--- src/rtl/freq_pkg.sv ---
// freq_pkg: shared definitions for the frequency-measurement scheduler.
//   state_t            FSM state encoding (S_IDLE .. S_REPORT)
//   DEF_GATE_CYCLES    default gate window length in clk cycles
//   DEF_SETTLE_CYCLES  default synchronizer settle time after a channel switch
//   clog2()            constant ceil(log2) for sizing counters
package freq_pkg;

  typedef enum logic [2:0] {
    S_IDLE,
    S_SELECT,
    S_SETTLE,
    S_GATE,
    S_REPORT
  } state_t;

  localparam int DEF_GATE_CYCLES   = 1000;
  localparam int DEF_SETTLE_CYCLES = 2;

  // Smallest r with 2**r >= value.
  function automatic int clog2(input int value);
    int r;
    r = 0;
    for (int i = 0; i < 31; i++) begin
      if ((1 << i) < value) r = i + 1;
    end
    return r;
  endfunction

endpackage

--- src/rtl/freq_edge_cnt.sv ---
// freq_edge_cnt: rising-edge counter for an already-synchronized input.
//   clk, rst_n  clock, async active-low reset
//   clr         clear count and overflow flag (takes priority over en)
//   en          count rising edges of din this cycle
//   din         synchronized input bit
//   count       saturating edge count
//   ovf         set when an increment was attempted at saturation
// prev follows din on every cycle, so holding clr for at least one cycle
// also primes the edge detector with the current input level.
module freq_edge_cnt #(
  parameter int CNT_W = 8
) (
  input  logic             clk,
  input  logic             rst_n,
  input  logic             clr,
  input  logic             en,
  input  logic             din,
  output logic [CNT_W-1:0] count,
  output logic             ovf
);

  logic prev;

  always_ff @(posedge clk or negedge rst_n) begin
    if (!rst_n) begin
      prev  <= 1'b0;
      count <= '0;
      ovf   <= 1'b0;
    end else begin
      prev <= din;
      if (clr) begin
        count <= '0;
        ovf   <= 1'b0;
      end else if (en && din && !prev) begin
        if (count == {CNT_W{1'b1}}) ovf <= 1'b1;
        else                        count <= count + 1'b1;
      end
    end
  end

endmodule

--- src/rtl/freq_meas_sched.sv ---
// freq_meas_sched: round-robin frequency measurement over NCH async inputs
// with a single shared edge counter.
//   clk, rst_n   clock, async active-low reset
//   en           run enable
//   ch_mask      per-channel enable, sampled when the next channel is chosen
//   in           asynchronous inputs under measurement
//   freq         edge count of the last completed gate window
//   freq_ch      channel that freq belongs to
//   freq_ovf     count saturated during that window
//   freq_valid   result available (valid/ready handshake with freq_ready)
//   freq_ready   consumer accepts the result
//   busy         scheduler is not idle
//
// state    | meaning
// ---------+-----------------------------------------------------------
// S_IDLE   | waiting for en with a non-empty channel mask
// S_SELECT | advance pointer to next enabled channel (1 cycle)
// S_SETTLE | flush sync path of new channel, clear counter, prime prev
// S_GATE   | count rising edges for GATE_CYCLES cycles
// S_REPORT | latch result (first cycle), then hold valid until accepted
module freq_meas_sched
  import freq_pkg::*;
#(
  parameter int NCH           = 4,
  parameter int CHW           = 2,
  parameter int GATE_CYCLES   = DEF_GATE_CYCLES,
  parameter int SETTLE_CYCLES = DEF_SETTLE_CYCLES,
  parameter int CNT_W         = 8
) (
  input  logic             clk,
  input  logic             rst_n,
  input  logic             en,
  input  logic [NCH-1:0]   ch_mask,
  input  logic [NCH-1:0]   in,
  output logic [CNT_W-1:0] freq,
  output logic [CHW-1:0]   freq_ch,
  output logic             freq_ovf,
  output logic             freq_valid,
  input  logic             freq_ready,
  output logic             busy
);

  localparam int GW = clog2(GATE_CYCLES + 1);
  localparam int SW = clog2(SETTLE_CYCLES + 1);

  state_t           state;
  logic [CHW-1:0]   ptr;
  logic [SW-1:0]    settle_cnt;
  logic [GW-1:0]    gate_cnt;
  logic [NCH-1:0]   sync1, sync2;
  logic             sel_bit;
  logic [CNT_W-1:0] count;
  logic             ovf;

  // Next enabled channel strictly after cur, wrapping. Scanning the offsets
  // from farthest to nearest lets the nearest hit overwrite the others.
  function automatic logic [CHW-1:0] next_ch(input logic [CHW-1:0] cur,
                                             input logic [NCH-1:0] mask);
    logic [CHW-1:0] res;
    int idx;
    res = cur;
    for (int k = NCH; k >= 1; k--) begin
      idx = (int'(cur) + k) % NCH;
      if (mask[idx]) res = CHW'(idx);
    end
    return res;
  endfunction

  always_ff @(posedge clk or negedge rst_n) begin
    if (!rst_n) begin
      sync1 <= '0;
      sync2 <= '0;
    end else begin
      sync1 <= in;
      sync2 <= sync1;
    end
  end

  assign sel_bit = sync2[ptr];

  freq_edge_cnt #(.CNT_W(CNT_W)) u_cnt (
    .clk   (clk),
    .rst_n (rst_n),
    .clr   (state == S_SETTLE),
    .en    (state == S_GATE),
    .din   (sel_bit),
    .count (count),
    .ovf   (ovf)
  );

  always_ff @(posedge clk or negedge rst_n) begin
    if (!rst_n) begin
      state      <= S_IDLE;
      ptr        <= CHW'(NCH - 1);
      settle_cnt <= '0;
      gate_cnt   <= '0;
      freq       <= '0;
      freq_ch    <= '0;
      freq_ovf   <= 1'b0;
      freq_valid <= 1'b0;
    end else begin
      case (state)
        S_IDLE: begin
          if (en && (ch_mask != '0)) state <= S_SELECT;
        end
        S_SELECT: begin
          if (!en || (ch_mask == '0)) begin
            state <= S_IDLE;
          end else begin
            ptr        <= next_ch(ptr, ch_mask);
            settle_cnt <= SW'(SETTLE_CYCLES - 1);
            state      <= S_SETTLE;
          end
        end
        S_SETTLE: begin
          if (!en) begin
            state <= S_IDLE;
          end else if (settle_cnt == '0) begin
            gate_cnt <= '0;
            state    <= S_GATE;
          end else begin
            settle_cnt <= settle_cnt - 1'b1;
          end
        end
        S_GATE: begin
          if (!en)                                  state <= S_IDLE;
          else if (gate_cnt == GW'(GATE_CYCLES - 1)) state <= S_REPORT;
          else                                      gate_cnt <= gate_cnt + 1'b1;
        end
        S_REPORT: begin
          // The counter absorbs the last gate cycle on the REPORT entry edge,
          // so the result is latched one cycle later.
          if (!freq_valid) begin
            freq       <= count;
            freq_ch    <= ptr;
            freq_ovf   <= ovf;
            freq_valid <= 1'b1;
          end else if (freq_ready) begin
            freq_valid <= 1'b0;
            state      <= en ? S_SELECT : S_IDLE;
          end
        end
        default: state <= S_IDLE;
      endcase
    end
  end

  assign busy = (state != S_IDLE);

endmodule

--- config.mk ---
export PLATFORM = sky130hd
export DESIGN_NAME = freq_meas_sched
export DESIGN_NICKNAME = d
export VERILOG_FILES = /design/src/rtl/freq_pkg.sv /design/src/rtl/freq_edge_cnt.sv /design/src/rtl/freq_meas_sched.sv
export SDC_FILE = /design/constraint.sdc
export NUM_CORES = 1
export LEC_CHECK = 0
export CORE_AREA = 2 2 79 81
export CTS_BUF_LIST = sky130_fd_sc_hd__clkbuf_8
export DETAILED_ROUTE_END_ITERATION = 6
export DIE_AREA = 0 0 81 83
export DONT_BUFFER_PORTS = 1
export GPL_TIMING_DRIVEN = 0
export SYNTH_ARGS = -nofsm -noshare
export SYNTH_HDL_FRONTEND = slang
export SYNTH_HIERARCHICAL = 1
export SYNTH_SLANG_ARGS = --single-unit
--- constraint.sdc ---
create_clock -name clk -period 2.9 [get_ports clk]
set_input_delay 0.58 -clock clk [delete_from_list [all_inputs] [get_ports clk]]
set_output_delay 0.58 -clock clk [all_outputs]
set_load 0.05 [all_outputs]
==> impl_metrics.py <==
metrics = {
    "critical_path": {
        "worstPathArrival_ps": 2500,
        "cp-start-kind": "flop",
        "cp-end-kind": "flop",
        "crit_slowest_cell": "dfstp_2",
        "critical_path.max_stage_delay_ps": 520,
        "r2r_cells": 6,
        "path_delay_family": "multiplexers",
        "r2r_setup_slack_ps": 590,
        "crit_type": "flop to flop",
        "critPathRequiredTime_ps": 3090,
        "critical_path.max_fanout": 9,
        "startpoint": "ptr[0]",
        "timing.rr.end": "u_cnt/count[7]",
        "cp.depth": 6,
        "cp-endpoint": "u_cnt/count[7]",
        "cp_cell_sequence": "clkbuf_1, mux4_2, and3b_2, o21ai_4, nor4_1, mux2_2",
        "rr_startpoint": "ptr[0]",
        "cp_num_buf_inv": 1,
    },
    "power": {
        "total_power_uw": 1950,
        "leakagePower_uw": 0.00111,
        "vdd_ir_drop_max_v": 0.000459,
        "powerDensity_nw_per_um2": 771,
    },
    "logic_synthesis": {
        "avgSynthCellArea_um2": 11.3,
        "synth-async-reset-ratio_pct": 100,
        "yosys.area.top_type": "dfrtp_1",
        "synth_top_area_share_pct": 49.1,
        "synth-main-ff-cell": "dfrtp_1",
        "synth_most_common_cell": "dfrtp_1",
        "synthTopCellsByArea": "dfrtp_1 49%, mux2_2 4.4%, a21oi_1 2.8%",
        "yosys_warnings": 6,
        "yosysSeqAreaShare_pct": 51.4,
        "synthesis.area_um2": 2290,
        "synth_common_cells": "45 x dfrtp_1, 14 x nor2_1, 13 x a21oi_1, 13 x o21ai_0, 11 x nand2_1",
        "synth_nets": 218,
        "synth.distinct_cells": 57,
        "synth_cells": 203,
        "synth_enable_flop_cells": 0,
        "ys_ff_latch": 47,
    },
    "final_layout": {
        "syn_to_final_growth_pct": 10.3,
        "nNetsFinal": 226,
        "drive_above_1_share_pct": 17.5,
        "insertedDiodeCount": 0,
        "final_cells": 287,
    },
    "clock_tree": {
        "numCtsBuffers": 5,
        "clk_latency_ps": 300,
        "ctsHoldBuffers": 1,
        "cts.sinks": 47,
        "htreeDepth": 2,
        "tritoncts": "yes",
        "root_buffer": "clkbuf_8",
        "cts_max_path_buffers": 2,
        "cts_setup_buffers": 0,
        "ctsResizeCount": 0,
        "cts.reportedPaths.clkPinSlew_ps": 90,
    },
    "status": {
        "status": "finished, final reports clean",
    },
    "sta": {
        "maxSlewViolCount": 0,
        "finalSetupViolCount": 0,
        "hold_viol": 0,
        "period_share_pct": 79.7,
        "rsz0062_at_grt": "no",
        "maxSlewHeadroom_pct": 62.7,
        "period_minus_slack_ps": 2310,
        "tightest_slew_ps": 560,
        "setup_tns_ps": 0,
        "finClkSkew_ps": 4.47,
        "fin_ws_ps": 587,
        "timing.fmax_mhz": 432,
    },
    "placement": {
        "dp.cells": 278,
        "io_buffers": 0,
        "place_congestion": 0.727,
        "post-dp-hpwl_um": 2910,
        "post-place-ws_ps": 570,
    },
    "grt": {
        "grt_pass1_vias": 1501,
        "antenna_found_initial": 0,
        "grtUsageTotal_pct": 13.7,
        "grt_start_max_net_pins": 46,
        "overflow": 0,
        "grt_first_pass_wirelength_um": 7290,
    },
    "die": {
        "core_um2": 5820,
        "die_area_um2": 6720,
        "die_w_um": 81,
        "rows": 28,
        "num_io_pins": 25,
        "initial_core_util_pct": 39.4,
        "die-height_um": 83,
    },
    "routing": {
        "routed_wl_um": 4230,
        "routedWlPerCell_um": 14.7,
        "drc": 0,
        "ant_nets": 0,
        "drt_first_pass_iters": 4,
        "vias_per_cell": 5.51,
        "first_iter_violations": 62,
        "vias": 1582,
    },
    "job": {
        "cap_violations": 0,
    },
    "min_path": {
        "min_path_type": "primary input to async pin",
    },
}
## registers in the layout, summed over array words and instances (netlist names)
| name | count |
|---|---|
| u_cnt/ovf | 1 |
| u_cnt/prev | 1 |
| freq_ch | 2 |
| sync2 | 4 |
| sync1 | 4 |
| settle_cnt | 2 |
| state | 3 |
| ptr | 2 |
| freq | 8 |
| u_cnt/count | 8 |
| gate_cnt | 10 |
| freq_valid | 1 |
| freq_ovf | 1 |
## layout make-up
class	instances	area [µm²]
fillers	601	3290
flip-flops and latches	47	1180
multi-input cells	141	1040
well taps	75	93.8
clock buffers	5	68.8
plain buffers	8	47.5
clock inverters	3	46.3
repair buffers	1	27.5
inverters	7	26.3
## cells by family after synthesis
| family | count (synthesis) | share of synthesized area, % |
|---|---|---|
| AND/OR/NAND/NOR | 73 | 20.3 |
| flip-flops | 47 | 51.4 |
| AO/OA/AOI/OAI | 41 | 12.1 |
| multiplexers | 17 | 8.62 |
| buffers and inverters | 15 | 3.22 |
| XOR/XNOR | 6 | 2.29 |
| adder cells (fa/ha/maj) | 4 | 2.07 |
## routing by layer
| layer | wire length, µm | GRT usage [%] |
|---|---|---|
| met1 | 1920 | 18.7 |
| met2 | 2020 | 21.0 |
| met3 | 251 | 4.46 |
| met4 | 34 | 3.24 |
| met5 | 0 | 0 |
## through the flow
step           hold slack, ps  utilization (%)  area (µm²)
2_1_floorplan             284                -        2290
3_3_place_gp              286             41.0        2390
3_5_place_dp              286             41.0        2390
4_1_cts                   102             43.5        2530
5_1_grt                  88.3             43.5        2530
6_report                  116             43.5        2530
## worst min-delay path by stage
stage | to | cells past startpoint | from | slack (ps)
after floorplan | freq[0] | 0 | rst_n | 280
after global placement | gate_cnt[6] | 0 | rst_n | 290
after detailed placement | gate_cnt[6] | 0 | rst_n | 290
after CTS | ptr[0] | 0 | rst_n | 100
after global routing | ptr[0] | 0 | rst_n | 90
final | ptr[0] | 0 | rst_n | 120
## layout by cell type (no fill, tap or decap), types with 3 or more instances in the layout
cell and n:
dfrtp_1 45, nor3b_1 4, xnor2_1 3, xor2_1 3
ha_1 3, or3_1 7, clkbuf_8 5, inv_1 7
and3_1 3, clkbuf_1 3, nand3_1 7, mux2_2 9
a21oi_1 13, nand2_1 11, mux2i_1 4, mux2_1 3
nor2_1 14, o21ai_0 13
## report_power, final
group          total [µW]  switching [µW]  leakage [µW]  internal, µW
Clock                 486             226     0.0000548           260
Combinational         534             314      0.000443           221
Sequential            930             163      0.000612           767
Total                1950             703       0.00111          1250
## worst register-to-register path, cell delays in order (launching register included)
cell and delay [ps]:
dfstp_2 520, clkbuf_1 340, mux4_2 310, and3b_2 260, o21ai_4 110, nor4_1 300
mux2_2 370
(Power assumes the default switching activity.)
